File: src/rtl/proc_param.sv
// Shared encodings for the data-memory stage: controller states and host command opcodes.
package proc_param;

  typedef enum logic [2:0] {
    ST_IDLE  = 3'd0,
    ST_LOAD  = 3'd1,
    ST_DUMP  = 3'd2,
    ST_RUN   = 3'd3,
    ST_CLEAR = 3'd4
  } state_t;

  localparam logic [1:0] OP_LOAD = 2'd0;
  localparam logic [1:0] OP_DUMP = 2'd1;
  localparam logic [1:0] OP_RUN  = 2'd2;

endpackage

File: src/rtl/dram_sp.sv
// Single-port synchronous RAM with a registered read port; a write cycle leaves dout untouched.
module dram_sp #(
  parameter int WIDTH  = 8,
  parameter int ADDR_W = 8
) (
  input  logic              clk,
  input  logic              rst_n,
  input  logic              we,
  input  logic              re,
  input  logic [ADDR_W-1:0] addr,
  input  logic [WIDTH-1:0]  din,
  output logic [WIDTH-1:0]  dout
);

  logic [WIDTH-1:0] mem_r [2**ADDR_W];
  logic [WIDTH-1:0] dout_r;

  // Storage array: contents survive reset
  always_ff @(posedge clk) begin
    if (we) begin
      mem_r[addr] <= din;
    end
  end

  // Read register: only a pure read cycle updates it, so it holds between reads
  always_ff @(posedge clk or negedge rst_n) begin
    if (!rst_n) begin
      dout_r <= '0;
    end else if (re && !we) begin
      dout_r <= mem_r[addr];
    end else begin
      dout_r <= dout_r;
    end
  end

  assign dout = dout_r;

endmodule

File: src/rtl/dram_ctrl.sv
// Data-memory controller: one FSM arbitrates the data RAM between the host command port and the processor.
// Optional build macro MEM_CLEAR_EN zeroes the whole RAM after every reset before commands are accepted.
module dram_ctrl
  import proc_param::*;
#(
  parameter int WIDTH  = 8,
  parameter int ADDR_W = 8,
  parameter int DEPTH  = 256
) (
  input  logic              Clk,
  input  logic              Rst_n,
  input  logic [ADDR_W-1:0] DRAM_addr,
  input  logic [WIDTH-1:0]  DRAM_dataOut,
  input  logic              memREAD,
  input  logic              memWRITE,
  output logic [WIDTH-1:0]  DRAM_dataIn,
  output logic              proc_en,
  input  logic              proc_done,
  input  logic              cmd_valid,
  output logic              cmd_ready,
  input  logic [1:0]        cmd_op,
  input  logic [ADDR_W-1:0] cmd_base,
  input  logic [ADDR_W:0]   cmd_len,
  input  logic              ld_valid,
  input  logic [WIDTH-1:0]  ld_data,
  output logic              ld_ready,
  output logic              dp_valid,
  output logic [WIDTH-1:0]  dp_data,
  input  logic              dp_ready,
  output logic              cmd_done,
  output logic              acc_err
);

  localparam logic [ADDR_W:0] CNT_ONE  = {{ADDR_W{1'b0}}, 1'b1};
  localparam logic [ADDR_W:0] LEN_ZERO = {(ADDR_W+1){1'b0}};
`ifdef MEM_CLEAR_EN
  localparam state_t          RESET_ST = ST_CLEAR;
  localparam logic [ADDR_W:0] CLR_LAST = (ADDR_W+1)'(DEPTH - 1);
`else
  localparam state_t          RESET_ST = ST_IDLE;
`endif

  state_t            state_r, state_nxt_s;
  logic [ADDR_W:0]   cnt_r, cnt_nxt_s, len_r;
  logic [ADDR_W-1:0] base_r;
  logic              latch_s, done_s, dp_valid_nxt_s;
  logic              cnt_last_s, ld_hs_s, dp_hs_s, stray_s;
  logic              cmd_ready_r, ld_ready_r, proc_en_r, dp_valid_r, cmd_done_r, acc_err_r;
  logic              ram_we_s, ram_re_s;
  logic [ADDR_W-1:0] ram_addr_s;
  logic [WIDTH-1:0]  ram_din_s, ram_dout_s;

  assign cnt_last_s = (cnt_r == (len_r - CNT_ONE));
  assign ld_hs_s    = ld_valid && ld_ready_r;
  assign dp_hs_s    = dp_valid_r && dp_ready;
  assign stray_s    = (memREAD || memWRITE) && (state_r != ST_RUN);

  // State, word counter and latched command fields
  always_ff @(posedge Clk or negedge Rst_n) begin
    if (!Rst_n) begin
      state_r <= RESET_ST;
      cnt_r   <= '0;
      base_r  <= '0;
      len_r   <= '0;
    end else begin
      state_r <= state_nxt_s;
      cnt_r   <= cnt_nxt_s;
      if (latch_s) begin
        base_r <= cmd_base;
        len_r  <= cmd_len;
      end else begin
        base_r <= base_r;
        len_r  <= len_r;
      end
    end
  end

  // Next-state, counter and completion decode
  always_comb begin
    state_nxt_s    = state_r;
    cnt_nxt_s      = cnt_r;
    latch_s        = 1'b0;
    done_s         = 1'b0;
    dp_valid_nxt_s = 1'b0;
    case (state_r)
      ST_IDLE: begin
        if (cmd_valid && cmd_ready_r) begin
          case (cmd_op)
            OP_LOAD, OP_DUMP: begin
              latch_s   = 1'b1;
              cnt_nxt_s = '0;
              if (cmd_len == LEN_ZERO) begin
                done_s = 1'b1;
              end else if (cmd_op == OP_LOAD) begin
                state_nxt_s = ST_LOAD;
              end else begin
                state_nxt_s = ST_DUMP;
              end
            end
            OP_RUN:  state_nxt_s = ST_RUN;
            default: state_nxt_s = ST_IDLE;
          endcase
        end else begin
          state_nxt_s = ST_IDLE;
        end
      end
      ST_LOAD: begin
        if (ld_hs_s) begin
          cnt_nxt_s = cnt_r + CNT_ONE;
          if (cnt_last_s) begin
            state_nxt_s = ST_IDLE;
            done_s      = 1'b1;
          end else begin
            state_nxt_s = ST_LOAD;
          end
        end else begin
          state_nxt_s = ST_LOAD;
        end
      end
      // A word is read while dp_valid is low, then presented until taken
      ST_DUMP: begin
        if (!dp_valid_r) begin
          dp_valid_nxt_s = 1'b1;
        end else if (dp_hs_s) begin
          cnt_nxt_s = cnt_r + CNT_ONE;
          if (cnt_last_s) begin
            state_nxt_s = ST_IDLE;
            done_s      = 1'b1;
          end else begin
            state_nxt_s = ST_DUMP;
          end
        end else begin
          dp_valid_nxt_s = 1'b1;
        end
      end
      ST_RUN: begin
        if (proc_done) begin
          state_nxt_s = ST_IDLE;
          done_s      = 1'b1;
        end else begin
          state_nxt_s = ST_RUN;
        end
      end
`ifdef MEM_CLEAR_EN
      ST_CLEAR: begin
        if (cnt_r == CLR_LAST) begin
          state_nxt_s = ST_IDLE;
          cnt_nxt_s   = '0;
        end else begin
          cnt_nxt_s = cnt_r + CNT_ONE;
        end
      end
`endif
      default: state_nxt_s = ST_IDLE;
    endcase
  end

  // RAM port mux: the state decides which master owns address, data and strobes
  always_comb begin
    ram_we_s   = 1'b0;
    ram_re_s   = 1'b0;
    ram_addr_s = base_r + cnt_r[ADDR_W-1:0];
    ram_din_s  = ld_data;
    case (state_r)
      ST_LOAD: ram_we_s = ld_hs_s;
      ST_DUMP: ram_re_s = !dp_valid_r;
      ST_RUN: begin
        ram_addr_s = DRAM_addr;
        ram_din_s  = DRAM_dataOut;
        ram_we_s   = memWRITE;
        ram_re_s   = memREAD && !memWRITE;
      end
`ifdef MEM_CLEAR_EN
      ST_CLEAR: begin
        ram_addr_s = cnt_r[ADDR_W-1:0];
        ram_din_s  = '0;
        ram_we_s   = 1'b1;
      end
`endif
      default: ram_we_s = 1'b0;
    endcase
  end

  // Registered handshake and status outputs
  always_ff @(posedge Clk or negedge Rst_n) begin
    if (!Rst_n) begin
      cmd_ready_r <= 1'b1;
      ld_ready_r  <= 1'b0;
      proc_en_r   <= 1'b0;
      dp_valid_r  <= 1'b0;
      cmd_done_r  <= 1'b0;
      acc_err_r   <= 1'b0;
    end else begin
      cmd_ready_r <= (state_nxt_s == ST_IDLE);
      ld_ready_r  <= (state_nxt_s == ST_LOAD);
      proc_en_r   <= (state_nxt_s == ST_RUN);
      dp_valid_r  <= dp_valid_nxt_s;
      cmd_done_r  <= done_s;
      acc_err_r   <= acc_err_r || stray_s;
    end
  end

  dram_sp #(
    .WIDTH (WIDTH),
    .ADDR_W($clog2(DEPTH))
  ) u_ram (
    .clk  (Clk),
    .rst_n(Rst_n),
    .we   (ram_we_s),
    .re   (ram_re_s),
    .addr (ram_addr_s),
    .din  (ram_din_s),
    .dout (ram_dout_s)
  );

  assign DRAM_dataIn = ram_dout_s;
  assign dp_data     = ram_dout_s;
  assign dp_valid    = dp_valid_r;
  assign cmd_ready   = cmd_ready_r;
  assign ld_ready    = ld_ready_r;
  assign proc_en     = proc_en_r;
  assign cmd_done    = cmd_done_r;
  assign acc_err     = acc_err_r;

endmodule

File: config.mk
export PLATFORM = sky130hd
export DESIGN_NAME = dram_ctrl
export DESIGN_NICKNAME = d
export VERILOG_FILES = /design/src/rtl/proc_param.sv /design/src/rtl/dram_sp.sv /design/src/rtl/dram_ctrl.sv
export SDC_FILE = /design/constraint.sdc
export NUM_CORES = 2
export LEC_CHECK = 0
export CORE_AREA = 2 2 490 492
export CTS_BUF_LIST = sky130_fd_sc_hd__clkbuf_8
export DETAILED_ROUTE_END_ITERATION = 6
export DIE_AREA = 0 0 492 494
export GPL_TIMING_DRIVEN = 0
export PLACE_DENSITY = 0.57
export SLEW_MARGIN = 20
export SYNTH_ARGS = -nofsm -noshare
export SYNTH_HDL_FRONTEND = slang
export SYNTH_SLANG_ARGS = --single-unit
export TNS_END_PERCENT = 10
File: constraint.sdc
create_clock -name Clk -period 5.8 [get_ports Clk]
set_input_delay 1.16 -clock Clk [delete_from_list [all_inputs] [get_ports Clk]]
set_output_delay 1.16 -clock Clk [all_outputs]
set_load 0.05 [all_outputs]
Word level (Yosys, flattened, before mapping)
Memories as Yosys holds them, arrays and structs flattened. A register that Yosys moved wholly into a read port is not among the register bits.
Index checks and enable logic that the tools add are counted.
- memories: 1
- RAM bits: 2048
- word-level logic and storage cells: 85
- register bits: 35
- multiplexer cells: 38
- add/sub/neg operators: 3
- eq/ne operators: 14
- reductions and logical operators: 19
- memories (memory ; words ; width ; read ports ; clocked after Yosys merged registers in ; wr ports ; RTL line ; source):
    u_ram.mem_r ; 256 ; 8 ; 1 ; 1 ; 1 ; dram_sp.sv:15 ; logic [WIDTH-1:0] mem_r [2**ADDR_W];
- operators with widths (kind ; count):
    $mux 9 ; 5
    $pmux 9 s3 ; 1
    $mux 1 ; 17
    $mux 8 ; 2
    $mux 3 ; 5
    $pmux 3 s4 ; 1
    $add 9x1->9 const B ; 1
    $eq 3x2->1 const B ; 3
    $eq 9x9->1 ; 1
    $logic_not 9->1 ; 1
    $sub 9x1->9 const B ; 1
    $add 8x8->8 ; 1
    $ne 2x2->1 const B ; 4
    $eq 3x1->1 const B ; 2
    $logic_and 1x1->1 ; 6
    $logic_not 3->1 ; 2
    $mux 2 ; 3
    $pmux 3 s2 ; 1
    $reduce_and 6->1 ; 1
    $logic_not 1->1 ; 4
    $pmux 1 s2 ; 2
    $pmux 1 s4 ; 1
    $ne 3x2->1 const B ; 1
    $reduce_bool 3->1 ; 1
    6 further kinds ; 7

Depth between registers and ports, before layout
- depth after elaboration: 7
- depth in mapped cells: 16
- gate-level depth less buffers: 11

Hierarchy
Synthesis repeated with hierarchy kept, for this count alone.
- cells, all modules: 3846
- area total of the unflattened synthesis: 82235.1 µm²
- modules (own cells, without submodules) (module ; instances ; area an instance (µm²) ; cells each ; sequential area each (µm²)):
    dram_sp ; 1 ; 79844.1 ; 3569 ; 61699.2
    dram_ctrl ; 1 ; 2391.0 ; 277 ; 877.1

Worst setup path after synthesis
No wires, ideal clock.
- path kind: register -> register
- start: register state_r[2]
- end: memory u_ram.mem_r[0][0], data pin
- required time: 4.977 ns
- arrival: 4.501 ns
- buffers on the path: 4
- period minus slack after synthesis: 5.324 ns
- setup slack: 0.476 ns
- cell stages (with the launch flop): 8
- path through: dfrtp_1 -> and3b_1 -> buf_4 -> buf_4 -> clkbuf_1 -> clkbuf_1 -> nand2_1 -> nand2_1
- cells in the longest elaborated chain, start to end: 2
- ends and longest elaborated chain (item ; RTL line ; source):
    from (decl) ; dram_ctrl.sv:43 ; state_t state_r, state_nxt_s;
    from (signal assigned) ; dram_ctrl.sv:66 ; state_r <= state_nxt_s;
    $eq 3x2->1 ; dram_ctrl.sv:164 ; case (state_r)
    $mux 8 ; dram_ctrl.sv:164 ;
    net ram_din_s[0] ; dram_ctrl.sv:51 ; logic [WIDTH-1:0] ram_din_s, ram_dout_s;
    to (decl) ; dram_sp.sv:15 ;
The timed path passes the listed nets, and every way through them passes these cells.

Worst setup path in the final report
- start: register cnt_r[0]
- end: memory u_ram.mem_r[102][4], enable pin
- cells in the longest elaborated chain, start to end: 2
- ends and longest elaborated chain (item ; RTL line ; source):
    from (decl) ; dram_ctrl.sv:44 ; logic [ADDR_W:0] cnt_r, cnt_nxt_s, len_r;
    from (signal assigned) ; dram_ctrl.sv:67 ; cnt_r <= cnt_nxt_s;
    $add 8x8->8 ; dram_ctrl.sv:162 ; ram_addr_s = base_r + cnt_r[ADDR_W-1:0];
    $mux 8 ; dram_ctrl.sv:164 ;
No other way between the ends.

==> results.sh <==
export IMPL_status="finished, violations left"
export IMPL_violations="DRC, setup timing"
export IMPL_grt_max_degree=74
export IMPL_die_h_um=494
export IMPL_area_delta_synth_final_pct=14.8
export IMPL_p_per_area_nw_per_um2=538
export IMPL_synth_cell_types=71
export IMPL_min_path_type="in2async"
export IMPL_grt_total_usage=0.237
export IMPL_yosys_warnings=0
export IMPL_clockBufferDepth=4
export IMPL_multi_input_area_sq_um=19200
export IMPL_drc=2
export IMPL_synth_nets=5261
export IMPL_first_global_vias=49900
export IMPL_synthFlopType="edfxtp_1"
export IMPL_gr_usage_met1=0.311
export IMPL_r2r_end="u_ram.mem_r[102][4]$_DFFE_PP_"
export IMPL_r2r_slack_ns=-0.15
export IMPL_path_clk_slew_ns=0.06
export IMPL_period_share=1.03
export IMPL_post_cts_resized=116
export IMPL_startpoint_type="flip-flop"
export IMPL_vias=52100
export IMPL_syn_area_per_cell_sq_um=16.0
export IMPL_maxCapViolCount=0
export IMPL_hold_viol_final=0
export IMPL_drive_gt1_frac=0.184
export IMPL_rows=179
export IMPL_ys_seq_area_frac=0.754
export IMPL_cts_tree="yes"
export IMPL_crit_path_max_fanout=10
export IMPL_core_sq_um=237000
export IMPL_period_minus_slack_ns=5.95
export IMPL_die_area_sq_um=243000
export IMPL_drt_wl_total_um=295000
export IMPL_port_buffers=72
export IMPL_drv_slew=0
export IMPL_post_drt_wl_per_cell_um=32.5
export IMPL_antenna_found_initial=16
export IMPL_ys_ff_latch=2091
export IMPL_cts_buffers=346
export IMPL_synth_edff_count=2048
export IMPL_grt_first_pass_wirelength_um=400000
export IMPL_met2_usage=0.357
export IMPL_cts_setup_buffers=0
export IMPL_cp_common_cell="buf_4"
export IMPL_pre_cts_slack_ns=-1.77
export IMPL_cp_startpoint="cnt_r[0]$_DFFE_PN0P_"
export IMPL_fmax_ghz=0.168
export IMPL_whs_ns=0.144
export IMPL_seq_area_sq_um=62600
export IMPL_fin_nets=5720
export IMPL_cp_required_ns=6.48
export IMPL_fillers=21800
export IMPL_ctsHoldBuffers=0
export IMPL_grt_busiest_layer="met2"
export IMPL_drt_pass1_iterations=7
export IMPL_rr_startpoint="cnt_r[0]$_DFFE_PN0P_"
export IMPL_worst_slew_pin_slew_ns=1.31
export IMPL_initial_utilization=0.349
export IMPL_power_w=0.0512
export IMPL_rsz0062_at_grt="yes"
export IMPL_worstPathArrival_ns=6.62
export IMPL_worst_setup_path_type="reg2reg"
export IMPL_cellLeakagePower_nw=31.1
export IMPL_viasPerCell=5.74
export IMPL_syn_area_sq_um=83000
export IMPL_peakVddDrop_mv=0.290
export IMPL_setup_violations=286
export IMPL_dp_hpwl_um=205000
export IMPL_numClockSinks=2091
export IMPL_end_kind="flip-flop"
export IMPL_io_pins=73
export IMPL_syn_inst=5200
export IMPL_worst_clock_skew_ns=0.0858
export IMPL_setup_ws_ns=-0.146
export IMPL_clock_latency_ns=1.08
export IMPL_cts_htree_levels=5
export IMPL_met3_usage=0.0736
export IMPL_crit_chain="ha_1 > mux2i_4 > buf_4 > buf_6 > buf_4 > buf_4 > buf_4 > buf_4 > nand2_1 > nor2_1 > nand2_2 > buf_2 > nor2_2"
export IMPL_gp_congestion=1.02
export IMPL_root_buffer="clkbuf_8"
export IMPL_rr_worst_depth=13
export IMPL_async_flop_share=0.0206
export IMPL_slew_limit_headroom=0.124
export IMPL_drt_iter0_drc=8584
export IMPL_grt_overflow=0
export IMPL_drtAntennaViolNets=0
export IMPL_cpPeakStageDelay_ns=0.58
export IMPL_die_x_um=492
export IMPL_slowest_stage="nor2_2"
stage by stage:
stage / TNS [ns] / cell area, sq um / cells / utilization
2_1_floorplan: 0 / 83000 / 5200 / -
3_3_place_gp: - / 87600 / 8439 / 0.369
3_5_place_dp: -2283.40 / 88800 / 8480 / 0.374
4_1_cts: -0.294 / 95000 / 9064 / 0.400
5_1_grt: -8.00 / 95200 / 9068 / 0.401
6_report: -13.89 / 95200 / 9072 / 0.401
routing by layer:
| metal | part of all wire | vias up |
|---|---|---|
| li1 | - | 21100 |
| met1 | 0.38 | 26800 |
| met2 | 0.44 | 3382 |
| met3 | 0.12 | 746 |
| met4 | 0.054 | 14 |
| met5 | 0.00038 | - |
how the worst max path moves through the flow:
stage                                    end  slack (ns)  cells after the start
6_report       u_ram.mem_r[102][4]$_DFFE_PP_       -0.15                     13
5_1_grt        u_ram.mem_r[111][5]$_DFFE_PP_       -0.13                     12
4_1_cts         u_ram.mem_r[77][6]$_DFFE_PP_       -0.03                     13
3_5_place_dp   u_ram.mem_r[194][4]$_DFFE_PP_       -1.77                     13
3_3_place_gp   u_ram.mem_r[186][3]$_DFFE_PP_       -5.29                      7
2_1_floorplan    u_ram.mem_r[0][0]$_DFFE_PP_        0.48                      7
registers in the layout (all words and copies together) (netlist names), 3 cells and up:
register,flops
base_r,8
cnt_r,9
len_r,9
state_r,3
u_ram.dout,8
u_ram.mem_r,2048
Yosys cell counts, drive strengths merged, types with 3 or more instances:
cell    instances  area (sq um)
a21oi          81           409
dfrtp          42          1050
mux2           18           203
buf           223          1250
nand4          16           100
o31ai           7          57.6
o32a            6          60.1
o21ai          30           150
mux4          256          5770
a31o            7          61.3
and4            4          35.0
xnor2          14           123
a311oi         35           307
a31oi          90           563
nor2b           4          25.0
nor2          308          1160
a211o           3          26.3
and3           67           419
o211ai          8          60.1
xor2            8          70.1
a211oi         25           188
or4             9          67.6
nand3b          8          60.1
a32oi          59           517
or3             4          25.0
nor3           21           110
a221oi          5          43.8
nand3         436          2190
and2            3          18.8
edfxtp       2048         61500
a22oi         110           826
mux2i          81           811
nand2         976          3660
o22ai           8          50.1
clkbuf        110           413
nand2b          3          18.8
inv            12          45.0
nor4            9          56.3
a32o            5          50.1
a21o            6          45.0
ha              9           113
o211a           4          40.0
layout by cell type (no fill, tap or decap), types with 34 or more instances in the layout:
cell,instances
dfrtp_1,42
a21oi_1,79
mux2i_1,80
clkinv_1,79
nor2_2,106
mux4_2,256
inv_1,127
a32oi_1,59
clkbuf_1,79
edfxtp_1,2048
a311oi_1,34
clkdlybuf4s50_1,71
nor2_1,189
nand2_1,961
nand3_1,435
buf_4,52
and3_1,67
buf_2,122
clkbuf_8,359
a22oi_1,110
a31oi_1,87
worst max-delay path, delay by kind of cell (launching register included):
kind / cells / cell delay [ns]
buf+inv: 7 / 2.63
simple gates: 4 / 1.47
mux: 1 / 0.49
flops: 1 / 0.47
fa+ha+maj: 1 / 0.42
where the power goes:
part / total (W) / switching, W / leakage [nW] / internal (W)
registers: 0.0169 / 0.000154 / 18.9 / 0.0167
logic: 0.0225 / 0.0164 / 8.70 / 0.00618
clock network: 0.0118 / 0.00591 / 3.47 / 0.00589
final cells by class:
type	count	share of cell area
Multi-Input combinational cell	2764	0.202
Timing Repair Buffer	113	0.0176
Clock buffer	358	0.0517
Sequential cell	2091	0.657
Clock inverter	226	0.0108
Antenna cell	10	0.000263
Inverter	12	0.000473
Buffer	331	0.0186
Tap cell	3167	0.0416
cells by family (layout without fill, tap and decap cells):
| group | count (synthesis) | after routing | synth area share |
|---|---|---|---|
| fa+ha+maj | 10 | 10 | 0.00160 |
| other cells | 1 | 11 | 0.0000452 |
| mux | 355 | 355 | 0.0817 |
| compound gates | 500 | 500 | 0.0429 |
| simple gates | 1876 | 1876 | 0.0966 |
| xor+xnor | 22 | 22 | 0.00232 |
| flops | 2091 | 2091 | 0.754 |
| buf+inv | 345 | 1040 | 0.0206 |
Note: power is estimated with default switching activity, not from simulation.
